## config.mk

```make
export PLATFORM = sky130hd
export DESIGN_NAME = mac_result_fifo
export DESIGN_NICKNAME = d
export VERILOG_FILES = /design/src/rtl/mac_result_fifo.sv
export SDC_FILE = /design/constraint.sdc
export NUM_CORES = 1
export LEC_CHECK = 0
export CAP_MARGIN = 20
export CELL_PAD_IN_SITES_DETAIL_PLACEMENT = 0
export CELL_PAD_IN_SITES_GLOBAL_PLACEMENT = 2
export CORE_ASPECT_RATIO = 0.75
export CORE_UTILIZATION = 38
export CTS_BUF_LIST = sky130_fd_sc_hd__clkbuf_8 sky130_fd_sc_hd__clkbuf_16
export DETAILED_ROUTE_END_ITERATION = 10
export HOLD_SLACK_MARGIN = 0.1
export PLACE_DENSITY = 0.75
export SKIP_LAST_GASP = 1
export SYNTH_ARGS = -nofsm -noshare
export SYNTH_HDL_FRONTEND = slang
export SYNTH_SLANG_ARGS = --single-unit
```

## constraint.sdc

```tcl
create_clock -name clk -period 4.17 [get_ports clk]
set_clock_uncertainty 0.1 [all_clocks]
set_input_delay 0.417 -clock clk [delete_from_list [all_inputs] [get_ports clk]]
set_output_delay 0.417 -clock clk [all_outputs]
set_load 0.01 [all_outputs]
```

## src/rtl/mac_result_fifo.sv

```systemverilog
// First-word-fall-through result FIFO behind the saturating MAC: never stalls the MAC,
// drops and counts samples that arrive while full, and keeps debug statistics.
module mac_result_fifo #(
  parameter int DATA_W = 28,
  parameter int DEPTH  = 8,
  parameter int CNT_W  = 16
) (
  input  logic                       clk,
  input  logic                       reset,
  input  logic signed [DATA_W-1:0]   f_in,
  input  logic                       valid_in,
  output logic signed [DATA_W-1:0]   out_data,
  output logic                       out_sat,
  output logic                       out_valid,
  input  logic                       out_ready,
  input  logic                       clr_stats,
  output logic [$clog2(DEPTH):0]     level,
  output logic                       full,
  output logic                       empty,
  output logic [CNT_W-1:0]           overflow_cnt,
  output logic [CNT_W-1:0]           sat_cnt,
  output logic [$clog2(DEPTH):0]     peak_level
);

  localparam int AW = $clog2(DEPTH);
  localparam int LW = AW + 1;
  localparam logic [LW-1:0]    DEPTH_L = LW'(DEPTH);
  localparam logic [CNT_W-1:0] CNT_MAX = '1;

  function automatic logic is_sat(input logic signed [DATA_W-1:0] f);
    logic signed [DATA_W-1:0] pos_max;
    logic signed [DATA_W-1:0] neg_max;
    pos_max = {1'b0, {(DATA_W-1){1'b1}}};
    neg_max = {1'b1, {(DATA_W-1){1'b0}}};
    return (f == pos_max) || (f == neg_max);
  endfunction

  function automatic logic [CNT_W-1:0] sat_inc(input logic [CNT_W-1:0] c);
    return (c == CNT_MAX) ? c : c + CNT_W'(1);
  endfunction

  // Each entry carries its sat flag in the MSB so out_sat needs no recompute.
  logic [DATA_W:0]    mem_q [DEPTH];
  logic [AW-1:0]      wr_ptr_q, wr_ptr_d;
  logic [AW-1:0]      rd_ptr_q, rd_ptr_d;
  logic [LW-1:0]      level_q, level_d;
  logic [LW-1:0]      peak_q, peak_d;
  logic [CNT_W-1:0]   ovf_q, ovf_d;
  logic [CNT_W-1:0]   satc_q, satc_d;
  logic               in_sat, push, pop, drop;

  assign empty = (level_q == '0);
  assign full  = (level_q == DEPTH_L);

  always_comb begin
    in_sat   = is_sat(f_in);
    pop      = !empty && out_ready;
    push     = valid_in && (!full || pop);
    drop     = valid_in && full && !pop;
    wr_ptr_d = push ? wr_ptr_q + AW'(1) : wr_ptr_q;
    rd_ptr_d = pop  ? rd_ptr_q + AW'(1) : rd_ptr_q;
    level_d  = level_q;
    if (push && !pop)      level_d = level_q + LW'(1);
    else if (pop && !push) level_d = level_q - LW'(1);
    ovf_d    = ovf_q;
    if (clr_stats)         ovf_d = '0;
    else if (drop)         ovf_d = sat_inc(ovf_q);
    satc_d   = satc_q;
    if (clr_stats)                 satc_d = '0;
    else if (valid_in && in_sat)   satc_d = sat_inc(satc_q);
    // Clearing re-seeds the peak from the occupancy that is about to be current.
    if (clr_stats)                 peak_d = level_d;
    else if (level_d > peak_q)     peak_d = level_d;
    else                           peak_d = peak_q;
  end

  always_ff @(posedge clk or negedge reset) begin
    if (!reset) begin
      wr_ptr_q <= '0;
      rd_ptr_q <= '0;
      level_q  <= '0;
      peak_q   <= '0;
      ovf_q    <= '0;
      satc_q   <= '0;
    end else begin
      wr_ptr_q <= wr_ptr_d;
      rd_ptr_q <= rd_ptr_d;
      level_q  <= level_d;
      peak_q   <= peak_d;
      ovf_q    <= ovf_d;
      satc_q   <= satc_d;
    end
  end

  always_ff @(posedge clk) begin
    if (push) mem_q[wr_ptr_q] <= {in_sat, f_in};
  end

  // Head outputs come from registered state only; empty forces them to zero.
  assign out_valid    = !empty;
  assign out_data     = empty ? '0 : $signed(mem_q[rd_ptr_q][DATA_W-1:0]);
  assign out_sat      = !empty && mem_q[rd_ptr_q][DATA_W];
  assign level        = level_q;
  assign peak_level   = peak_q;
  assign overflow_cnt = ovf_q;
  assign sat_cnt      = satc_q;

endmodule

```

==> results of run 1 <==
## kinds of logic (layout without fill, tap and decap cells)
logic type                 Yosys count  count (layout)
AOI/OAI and AO/OA                   64              64
xor gates and xnor gates            17              17
adders and majority gates           10              10
buffers and inverters               50             187
DFF                                278             278
muxes                               93              93
and+or+nand+nor                    170             170
## synthesized netlist by cell type (2+ instances only)
master                      instances  area [um^2]
sky130_fd_sc_hd__a21o_1             2         15.0
sky130_fd_sc_hd__a21oi_1           23          115
sky130_fd_sc_hd__and3_1             5         31.3
sky130_fd_sc_hd__and4_1             2         17.5
sky130_fd_sc_hd__buf_1              6         22.5
sky130_fd_sc_hd__buf_2              5         25.0
sky130_fd_sc_hd__clkbuf_1          23         86.3
sky130_fd_sc_hd__dfrtp_1           46         1150
sky130_fd_sc_hd__edfxtp_1         232         6970
sky130_fd_sc_hd__ha_1              10          125
sky130_fd_sc_hd__inv_1             15         56.3
sky130_fd_sc_hd__mux2_2             5         56.3
sky130_fd_sc_hd__mux2i_1           30          300
sky130_fd_sc_hd__mux4_2            58         1310
sky130_fd_sc_hd__nand2_1           22         82.6
sky130_fd_sc_hd__nand2b_1           3         18.8
sky130_fd_sc_hd__nand3_1           20          100
sky130_fd_sc_hd__nand4_1           20          125
sky130_fd_sc_hd__nand4b_1           3         26.3
sky130_fd_sc_hd__nor2_1            53          199
sky130_fd_sc_hd__nor3_1             9         45.0
sky130_fd_sc_hd__nor4_1             8         50.1
sky130_fd_sc_hd__o2111ai_1          2         17.5
sky130_fd_sc_hd__o211ai_1           4         30.0
sky130_fd_sc_hd__o21ai_0           11         55.1
sky130_fd_sc_hd__o21ai_1            2         10.0
sky130_fd_sc_hd__o31ai_1           11         82.6
sky130_fd_sc_hd__or3_1              9         56.3
sky130_fd_sc_hd__or4_1             12         90.1
sky130_fd_sc_hd__xnor2_1            6         52.6
sky130_fd_sc_hd__xor2_1            11         96.3
## where the power goes
part / internal [mW] / leakage (nW) / switching [mW]
combinational: 1.47 / 1.59 / 1.27
sequential: 3.42 / 2.72 / 0.345
clock: 1.51 / 0.464 / 1.02
## metrics by stage
stage	utilization, %	hold slack, ns	instances
floorplan	-	0.0214	682
global placement	44.5	0.354	1159
detailed placement	44.5	0.366	1159
CTS	47.7	0.323	1211
global route	47.7	0.387	1211
finish	47.7	0.337	1211
## flip-flops by register name, summed over array words and instances, names as in the netlist
signal	count
mem_q	232
sat_cnt	16
overflow_cnt	16
peak_level	4
wr_ptr_q	3
level	4
rd_ptr_q	3
## worst max-delay path, cell delays in order, from the launching register on
cell	delay, ns
sky130_fd_sc_hd__dfrtp_1	0.45
sky130_fd_sc_hd__inv_1	0.13
sky130_fd_sc_hd__ha_1	0.27
sky130_fd_sc_hd__or3b_2	0.55
sky130_fd_sc_hd__inv_1	0.12
sky130_fd_sc_hd__nand2_1	0.06
sky130_fd_sc_hd__a31o_1	0.20
sky130_fd_sc_hd__a221oi_1	0.52
sky130_fd_sc_hd__ha_1	0.36
sky130_fd_sc_hd__nand4_1	0.11
sky130_fd_sc_hd__nand2_1	0.06
sky130_fd_sc_hd__o21ai_1	0.30
sky130_fd_sc_hd__mux2_2	0.38
## final cells by class
| type | count | area, um^2 |
|---|---|---|
| Clock buffer | 29 | 726 |
| Clock inverter | 22 | 214 |
| Fill cell | 2520 | 15400 |
| Inverter | 15 | 56.3 |
| Multi-Input combinational cell | 354 | 3250 |
| Sequential cell | 278 | 8120 |
| Tap cell | 392 | 490 |
| Timing Repair Buffer | 121 | 1190 |
## metal layers
metal  part of all wire [%]  GRT usage (%)  vias up
met1                     46           23.8     3401
met3                    4.1           2.28       43
li1                       -              -     2970
met2                     48           26.7      147
met4                    2.2           4.62        0
met5                      0              0        -
## path summary, 6_finish.rpt
kind	from	end	slack, ns	cells after the start
worst max-delay path	level[1]$_DFF_PN0_	peak_level[1]$_DFFE_PN0P_	0.42	12
worst min-delay path	reset	sat_cnt[11]$_DFFE_PN0P_	0.34	2
worst max register to register	level[1]$_DFF_PN0_	peak_level[1]$_DFFE_PN0P_	0.42	12
worst min register to register	peak_level[2]$_DFFE_PN0P_	peak_level[2]$_DFFE_PN0P_	0.44	1
max in group asynchronous	reset	peak_level[0]$_DFFE_PN0P_	2.87	3
min in group clk	peak_level[2]$_DFFE_PN0P_	peak_level[2]$_DFFE_PN0P_	0.44	1
## placed cells by master (no fill, tap or decap), types with 7 or more instances in the layout
| master | count |
|---|---|
| sky130_fd_sc_hd__nand2_1 | 22 |
| sky130_fd_sc_hd__inv_1 | 18 |
| sky130_fd_sc_hd__mux4_2 | 58 |
| sky130_fd_sc_hd__nor2_1 | 50 |
| sky130_fd_sc_hd__clkbuf_16 | 29 |
| sky130_fd_sc_hd__or4_1 | 12 |
| sky130_fd_sc_hd__buf_4 | 14 |
| sky130_fd_sc_hd__clkdlybuf4s50_1 | 103 |
| sky130_fd_sc_hd__nor4_1 | 7 |
| sky130_fd_sc_hd__or3_1 | 9 |
| sky130_fd_sc_hd__edfxtp_1 | 232 |
| sky130_fd_sc_hd__o21ai_0 | 10 |
| sky130_fd_sc_hd__nand4_1 | 20 |
| sky130_fd_sc_hd__mux2i_1 | 30 |
| sky130_fd_sc_hd__ha_1 | 10 |
| sky130_fd_sc_hd__a21oi_1 | 23 |
| sky130_fd_sc_hd__dfrtp_1 | 43 |
| sky130_fd_sc_hd__xor2_1 | 11 |
| sky130_fd_sc_hd__nand3_1 | 20 |
| sky130_fd_sc_hd__o31ai_1 | 11 |
## repair_timing
action / CTS / global route
hold buffers: 1 / 0
endpoints found under the setup margin: 0 / 4
setup buffers: 0 / 0
resized for setup: 0 / 1
hold endpoints to repair: 25 / 0
==> impl.org, run 1 <==
** Setup path
- At the worst endpoint, the required time is 4.48 ns.
- Type of the setup path with the least slack :: reg -> reg
- Largest driver fanout on the critical path :: 6
- STA classifies the critical path endpoint as a register.
- STA classifies the critical path startpoint as a register.
- Arrival time of data at the critical path endpoint :: 4.06 ns

** Power
- Summed over all cells, the static leakage comes to 4.78 nW.
- Power density over the cells :: 643 nW/um^2
- Across the VDD grid, the largest voltage drop is 347 uV.
- Power Total :: 9.04 mW

** Floorplanning
- For this configuration, the core starts out at a cell density of 39.1%.
- From left edge to right edge, the die measures 203 um.
- Area enclosed by the die boundary :: 31100 um^2
- Row Count :: 54
- 105 I/O pins were placed.
- The floorplan step defined a core boundary enclosing 29500 um^2.
- Die Height :: 153 um

** Synthesis
- The share of the Yosys chip area taken by registers is 70.4%.
- Total standard cell area after synthesis :: 11500 um^2
- After Yosys synthesis, full adders, half adders and majority gates account for 1.09% of the synthesized area.
- Yosys printed 0 warnings.
- The number of nets handed over by synthesis was 725.
- EDFF count, synth :: 232
- Dominant combinational cell family by area after synthesis :: multiplexers
- Async SR Flop Fraction :: 16.5%
- Mux cell area share after synthesis :: 14.4%
- Each instance of the synthesized netlist takes up on average 16.9 um^2.
- Synth Flop Type :: sky130_fd_sc_hd__edfxtp_1
- The synthesized netlist devotes 7.57% of its cell area to simple gates.
- The synthesized netlist devotes 3.48% of its cell area to compound gates.
- Register bit total from synthesis :: 278
- After Yosys synthesis, XOR and XNOR cells account for 1.29% of the synthesized area.
- In the synthesized netlist, the number of instances is 682.
- Distinct cell type count after synthesis :: 45

** STA
- The worst path in the final design needs a cycle of 3.75 ns, including I/O delays and setup.
- Transition time of the tightest slew-check pin :: 0.807 ns
- Setup repair after global routing left no endpoint under its margin.
- Achievable clock frequency :: 0.267 GHz
- Number of pins exceeding their max-slew limit in the final report :: 0
- Setup ws final :: 0.422 ns
- Hold Violations, Final :: 0
- After layout, the worst path uses 89.9% of the clock period.
- In the final timing run, aggregate negative setup slack is 0 ns.
- Setup violation total in the final timing report :: 0
- Measured against its own limit, the worst slew margin works out to 46.2%.

** Final layout
- Layout overhead on the synthesized area :: 21.9%
- Post-route cell area :: 14100 um^2
- At the end of the flow, the number of nets in the layout was 841.
- Cells with a size suffix above 1 make up 16.6% of the layout.
- # diodes :: 0

** Detailed routing
- Once detail routing completed, the nets flagged for antenna violations numbered 0.
- After the first detailed-routing iteration, the DRC count stood at 434.
- For this run, design rule violations remaining after detail routing come to 0.
- For this block, the routed nets add up to 25500 um of wire.
- Routed vias :: 6561
- WL/cell :: 21.1 um
- The first TritonRoute pass finished after 5 iterations.
- Dividing the detail-routed via count by the number of cells gives 5.42.

** Run
- The tool flagged a number of max-cap violations equal to 0.

** Clock tree
- # clock sinks :: 278
- Bufs on Longest Clock Path :: 3
- The cell sitting at the root of the clock tree is a sky130_fd_sc_hd__clkbuf_16.
- Number of buffers created by CTS :: 28
- After clock tree synthesis, the clock-pin slew on the worst setup and hold paths is 0.06 ns.
- TritonCTS built the clock tree.
- In this run the number of H-tree levels came out at 1.
- For the worst-skew pair, the clock arrives at the later sink with an insertion delay of 0.54 ns.

** Global routing
- Grt ovf :: 0
- The first global-routing pass estimated 39500 um of wire.
- The via count of the first global-routing pass was 6768.
- Initial antenna violation count :: 0
- Total global routing track utilization :: 16.6%
- Entering global routing, the biggest net connects 33 pins.

** Worst hold path
- The min-delay analysis places its worst path in the category in -> async.

** Placed design
- Placed Instance Area :: 13100 um^2
- Setup slack at placement :: 0.369 ns
- Final estimated routing congestion in global placement :: 0.795
- Port buffering added 104 buffers.
- Detailed placement HPWL :: 15300 um

** Run status
- The flow ran to the end, and the final reports show no timing, DRC or antenna violations.
Note: power is estimated with default switching activity, not from simulation.
==> run 2: changes to the inputs <==
--- a/config.mk
+++ b/config.mk
@@ -9,11 +9,14 @@
 export CELL_PAD_IN_SITES_DETAIL_PLACEMENT = 0
 export CELL_PAD_IN_SITES_GLOBAL_PLACEMENT = 2
 export CORE_ASPECT_RATIO = 0.75
+export CORE_MARGIN = 2
 export CORE_UTILIZATION = 38
 export CTS_BUF_LIST = sky130_fd_sc_hd__clkbuf_8 sky130_fd_sc_hd__clkbuf_16
+export CTS_CLUSTER_DIAMETER = 40
 export DETAILED_ROUTE_END_ITERATION = 10
 export HOLD_SLACK_MARGIN = 0.1
 export PLACE_DENSITY = 0.75
+export SETUP_SLACK_MARGIN = 0.02
 export SKIP_LAST_GASP = 1
 export SYNTH_ARGS = -nofsm -noshare
 export SYNTH_HDL_FRONTEND = slang
==> run 2 against run 1 <==
Against the previous run:
- core utilization is 0.38 points higher
- sequential power is 3% lower
- sequential share of layout area is 1.5 points lower
- non-clock buffer count is 1 higher
- combinational power is 5% higher
- via count is 0.67% higher
- critical path type unchanged
- highest routed layer unchanged
==> impl.org, run 2 (synthesis gave the netlist of run 1 again) <==
** Clock tree
- The count of H-tree levels built during CTS is 2 (+1).
- The number of buffers added by the clock tree synthesis step came to 41 (+46%).
- The clock slew seen by the registers of the worst setup and hold paths is 0.04 ns (-0.02 ns).
- The buffer count from post-CTS setup fixing is 0 (unchanged).
- The maximum number of buffers from clock root to sink was 3 (unchanged).
- Insertion delay to the later sink of the worst-skew pair :: 0.53 ns (about the same)
- The number of sinks driven by the clock tree is 278 (unchanged).
- Clock root buffer :: sky130_fd_sc_hd__clkbuf_16
- TritonCTS built the clock tree.

** Detailed routing
- The post-detailed-routing wire length is 26200 um (+2.7%).
- Vias per cell :: 5.33 (-1.6%)
- The residual antenna-violating net count after detailed routing is 0 (unchanged).
- The detailed router's first-iteration violation count was 367 (-15%).
- WL/cell :: 21.1 um (+0.42%)
- The total iterations of the first detailed-routing run is 4 (-1).
- The remaining design rule violation count is 0 (unchanged).
- The via total after detailed routing came to 6605 (+0.67%).

** Worst hold path
- Hold Crit Class :: reg -> reg

** STA
- Shortest period the worst path allows :: 3.84 ns (+0.0944 ns)
- Hold Violations, Final :: 0 (unchanged)
- The fmax is 0.260 GHz (-2.5%).
- Tcrit/Tclk final :: 92.2% (+2.3 points)
- The final setup violation count was 0 (unchanged).
- The transition at the pin with the smallest max-transition slack was 0.851 ns (+0.0435 ns).
- Worst slew margin :: 43.3% (-2.9 points)
- Number of pins exceeding their max-slew limit in the final report :: 0 (unchanged)
- Summed negative setup slack over all endpoints :: 0 ns (unchanged)
- Setup repair after global routing left no endpoint under its margin.

** Setup path
- Required time at the worst-slack endpoint :: 4.45 ns (-0.03 ns)
- The data arrival time of the critical path came to 4.13 ns (+0.07 ns).
- Launching element type of the critical path :: register
- Type of the setup path with the least slack :: reg -> reg
- Largest driver fanout on the critical path :: 6 (unchanged)
- The worst setup path is captured at a register.

** Placed design
- The placed instance count was 1167 (+0.69%).
- Detailed placement HPWL :: 15300 um (-0.23%)
- The number of I/O port buffers is 104 (unchanged).
- The routability-driven placement congestion ratio came to 0.770 (-3.2%).
- The cell area after placement is 13100 um^2 (+0.12%).

** Global routing
- The global-route usage over all layers was 16.9% (+0.29 points).
- Via count of the first global-routing pass :: 6924 (+2.3%)
- The total overflow reported by the global router is 0 (unchanged).
- The initial antenna violation count was 0 (unchanged).
- The wire length of the first global-routing pass is 40700 um (+3.1%).
- Maximum number of pins on one net before global-route repair :: 47 (+42%)

** Floorplanning
- Number of top-level pins :: 105 (unchanged)
- Initial core utilization :: 38.4% (-0.71 points)
- Die Height :: 155 um (+1.3%)
- The number of rows in the core area came to 55 (+1.9%).
- The area of the core came to 30000 um^2 (+1.9%).
- The overall die width is 205 um (+0.98%).
- Area enclosed by the die boundary :: 31800 um^2 (+2.3%)

** Run status
- The run finished with clean final reports.

** Final layout
- Share of layout cells above drive strength 1 :: 18.9% (+2.3 points)
- In the layout the commonest cells are sky130_fd_sc_hd__edfxtp_1, sky130_fd_sc_hd__clkdlybuf4s50_1, sky130_fd_sc_hd__mux4_2, sky130_fd_sc_hd__nor2_1, sky130_fd_sc_hd__dfrtp_1.
- Register area :: 8120 um^2 (unchanged)
- Leading cell type in the layout, fill and taps excluded :: sky130_fd_sc_hd__edfxtp_1
- FILL cells :: 2576 (+2.2%)
- The post-layout net count was 855 (+1.7%).
- The combined area of the multi-input logic cells was 3250 um^2 (unchanged).
- The number of inserted diodes came to 0 (unchanged).
- Reg with most FFs :: mem_q
- Number of flip-flops in the largest register :: 232 (unchanged)
- Post-route cell area :: 14400 um^2 (+2.7%)
- Layout overhead on the synthesized area :: 25.1%
- Filler-free cell count of the finished design :: 1239 (+2.3%)

** Run
- The count of maximum capacitance violations came to 0 (unchanged).

** Power
- Power density over the cells :: 676 nW/um^2 (+5.2%)
- The overall power consumption came to 9.75 mW (+7.9%).
- The highest ir drop seen on vdd came to 352 uV (+1.5%).
- The static power due to leakage is 4.96 nW (+3.8%).
[run 2: final timing paths]
check | from | to | slack (ns) | cells past startpoint
min in group asynchronous | reset | rd_ptr_q[0]$_DFFE_PN0N_ | 0.47 | 3
setup reg to reg | level[1]$_DFF_PN0_ | peak_level[3]$_DFFE_PN0P_ | 0.33 | 12
hold / removal | peak_level[2]$_DFFE_PN0P_ | peak_level[2]$_DFFE_PN0P_ | 0.44 | 1
setup / recovery | level[1]$_DFF_PN0_ | peak_level[3]$_DFFE_PN0P_ | 0.33 | 12
max in group asynchronous | reset | rd_ptr_q[2]$_DFFE_PN0N_ | 3.01 | 3
hold reg to reg | peak_level[2]$_DFFE_PN0P_ | peak_level[2]$_DFFE_PN0P_ | 0.44 | 1
[run 2: area by class of cell]
cell class,count,area share [%]
sequential,278,56.3
tap,399,3.46
timing repair buffer,122,8.31
clock buffer,44,7.40
multi-input combinational,354,22.6
inverter,15,0.390
clock inverter,27,1.59
[run 2: where the power goes]
group | leakage, nW | switching [mW] | internal, mW | total, mW
logic | 1.60 | 1.40 | 1.48 | 2.88
clock network | 0.641 | 1.20 | 2.03 | 3.23
registers | 2.72 | 0.220 | 3.43 | 3.65
total | 4.96 | 2.82 | 6.93 | 9.75
[run 2: timing repair]
action                                  4_1_cts  5_1_grt
gates resized for setup                       0        0
endpoints found under the setup margin        0        0
hold buffers                                  1        0
hold endpoints to repair                     46        0
[run 2: routing by layer]
| layer | wire, um | up-vias | track usage (%) |
|---|---|---|---|
| met3 | 1170 | 37 | 3.25 |
| met2 | 12600 | 150 | 27.3 |
| met5 | 0 | - | 0 |
| met1 | 11900 | 3425 | 23.7 |
| met4 | 443 | 0 | 4.56 |
| li1 | - | 2993 | - |
[run 2: through the flow]
step | util, % | hold WS (ns) | setup WS [ns]
4_1_cts | 48.1 | 0.451 | 0.332
6_report | 48.1 | 0.444 | 0.327
3_5_place_dp | 43.7 | 0.442 | 0.385
2_1_floorplan | - | 0.0214 | 0.359
3_3_place_gp | 43.7 | 0.443 | 0.613
5_1_grt | 48.1 | 0.465 | 0.0818
[run 2: worst max-delay path, stage by stage (launching register included)]
cell and delay [ns]:
sky130_fd_sc_hd__dfrtp_1 0.44, sky130_fd_sc_hd__inv_1 0.10, sky130_fd_sc_hd__ha_1 0.22, sky130_fd_sc_hd__or3b_2 0.53, sky130_fd_sc_hd__inv_1 0.12, sky130_fd_sc_hd__nand2_1 0.07
sky130_fd_sc_hd__a31o_1 0.20, sky130_fd_sc_hd__a221oi_1 0.53, sky130_fd_sc_hd__ha_1 0.36, sky130_fd_sc_hd__nand4_1 0.10, sky130_fd_sc_hd__nand2_1 0.06, sky130_fd_sc_hd__o21ai_0 0.47
sky130_fd_sc_hd__mux2_2 0.41
==> run 3: changes to the inputs <==
--- a/config.mk
+++ b/config.mk
@@ -18,6 +18,7 @@
 export PLACE_DENSITY = 0.75
 export SETUP_SLACK_MARGIN = 0.02
 export SKIP_LAST_GASP = 1
+export SLEW_MARGIN = 0
 export SYNTH_ARGS = -nofsm -noshare
 export SYNTH_HDL_FRONTEND = slang
 export SYNTH_SLANG_ARGS = --single-unit
==> results of run 3 <==
Same layout as run 2: the final DEF is identical, and so are final timing and power.
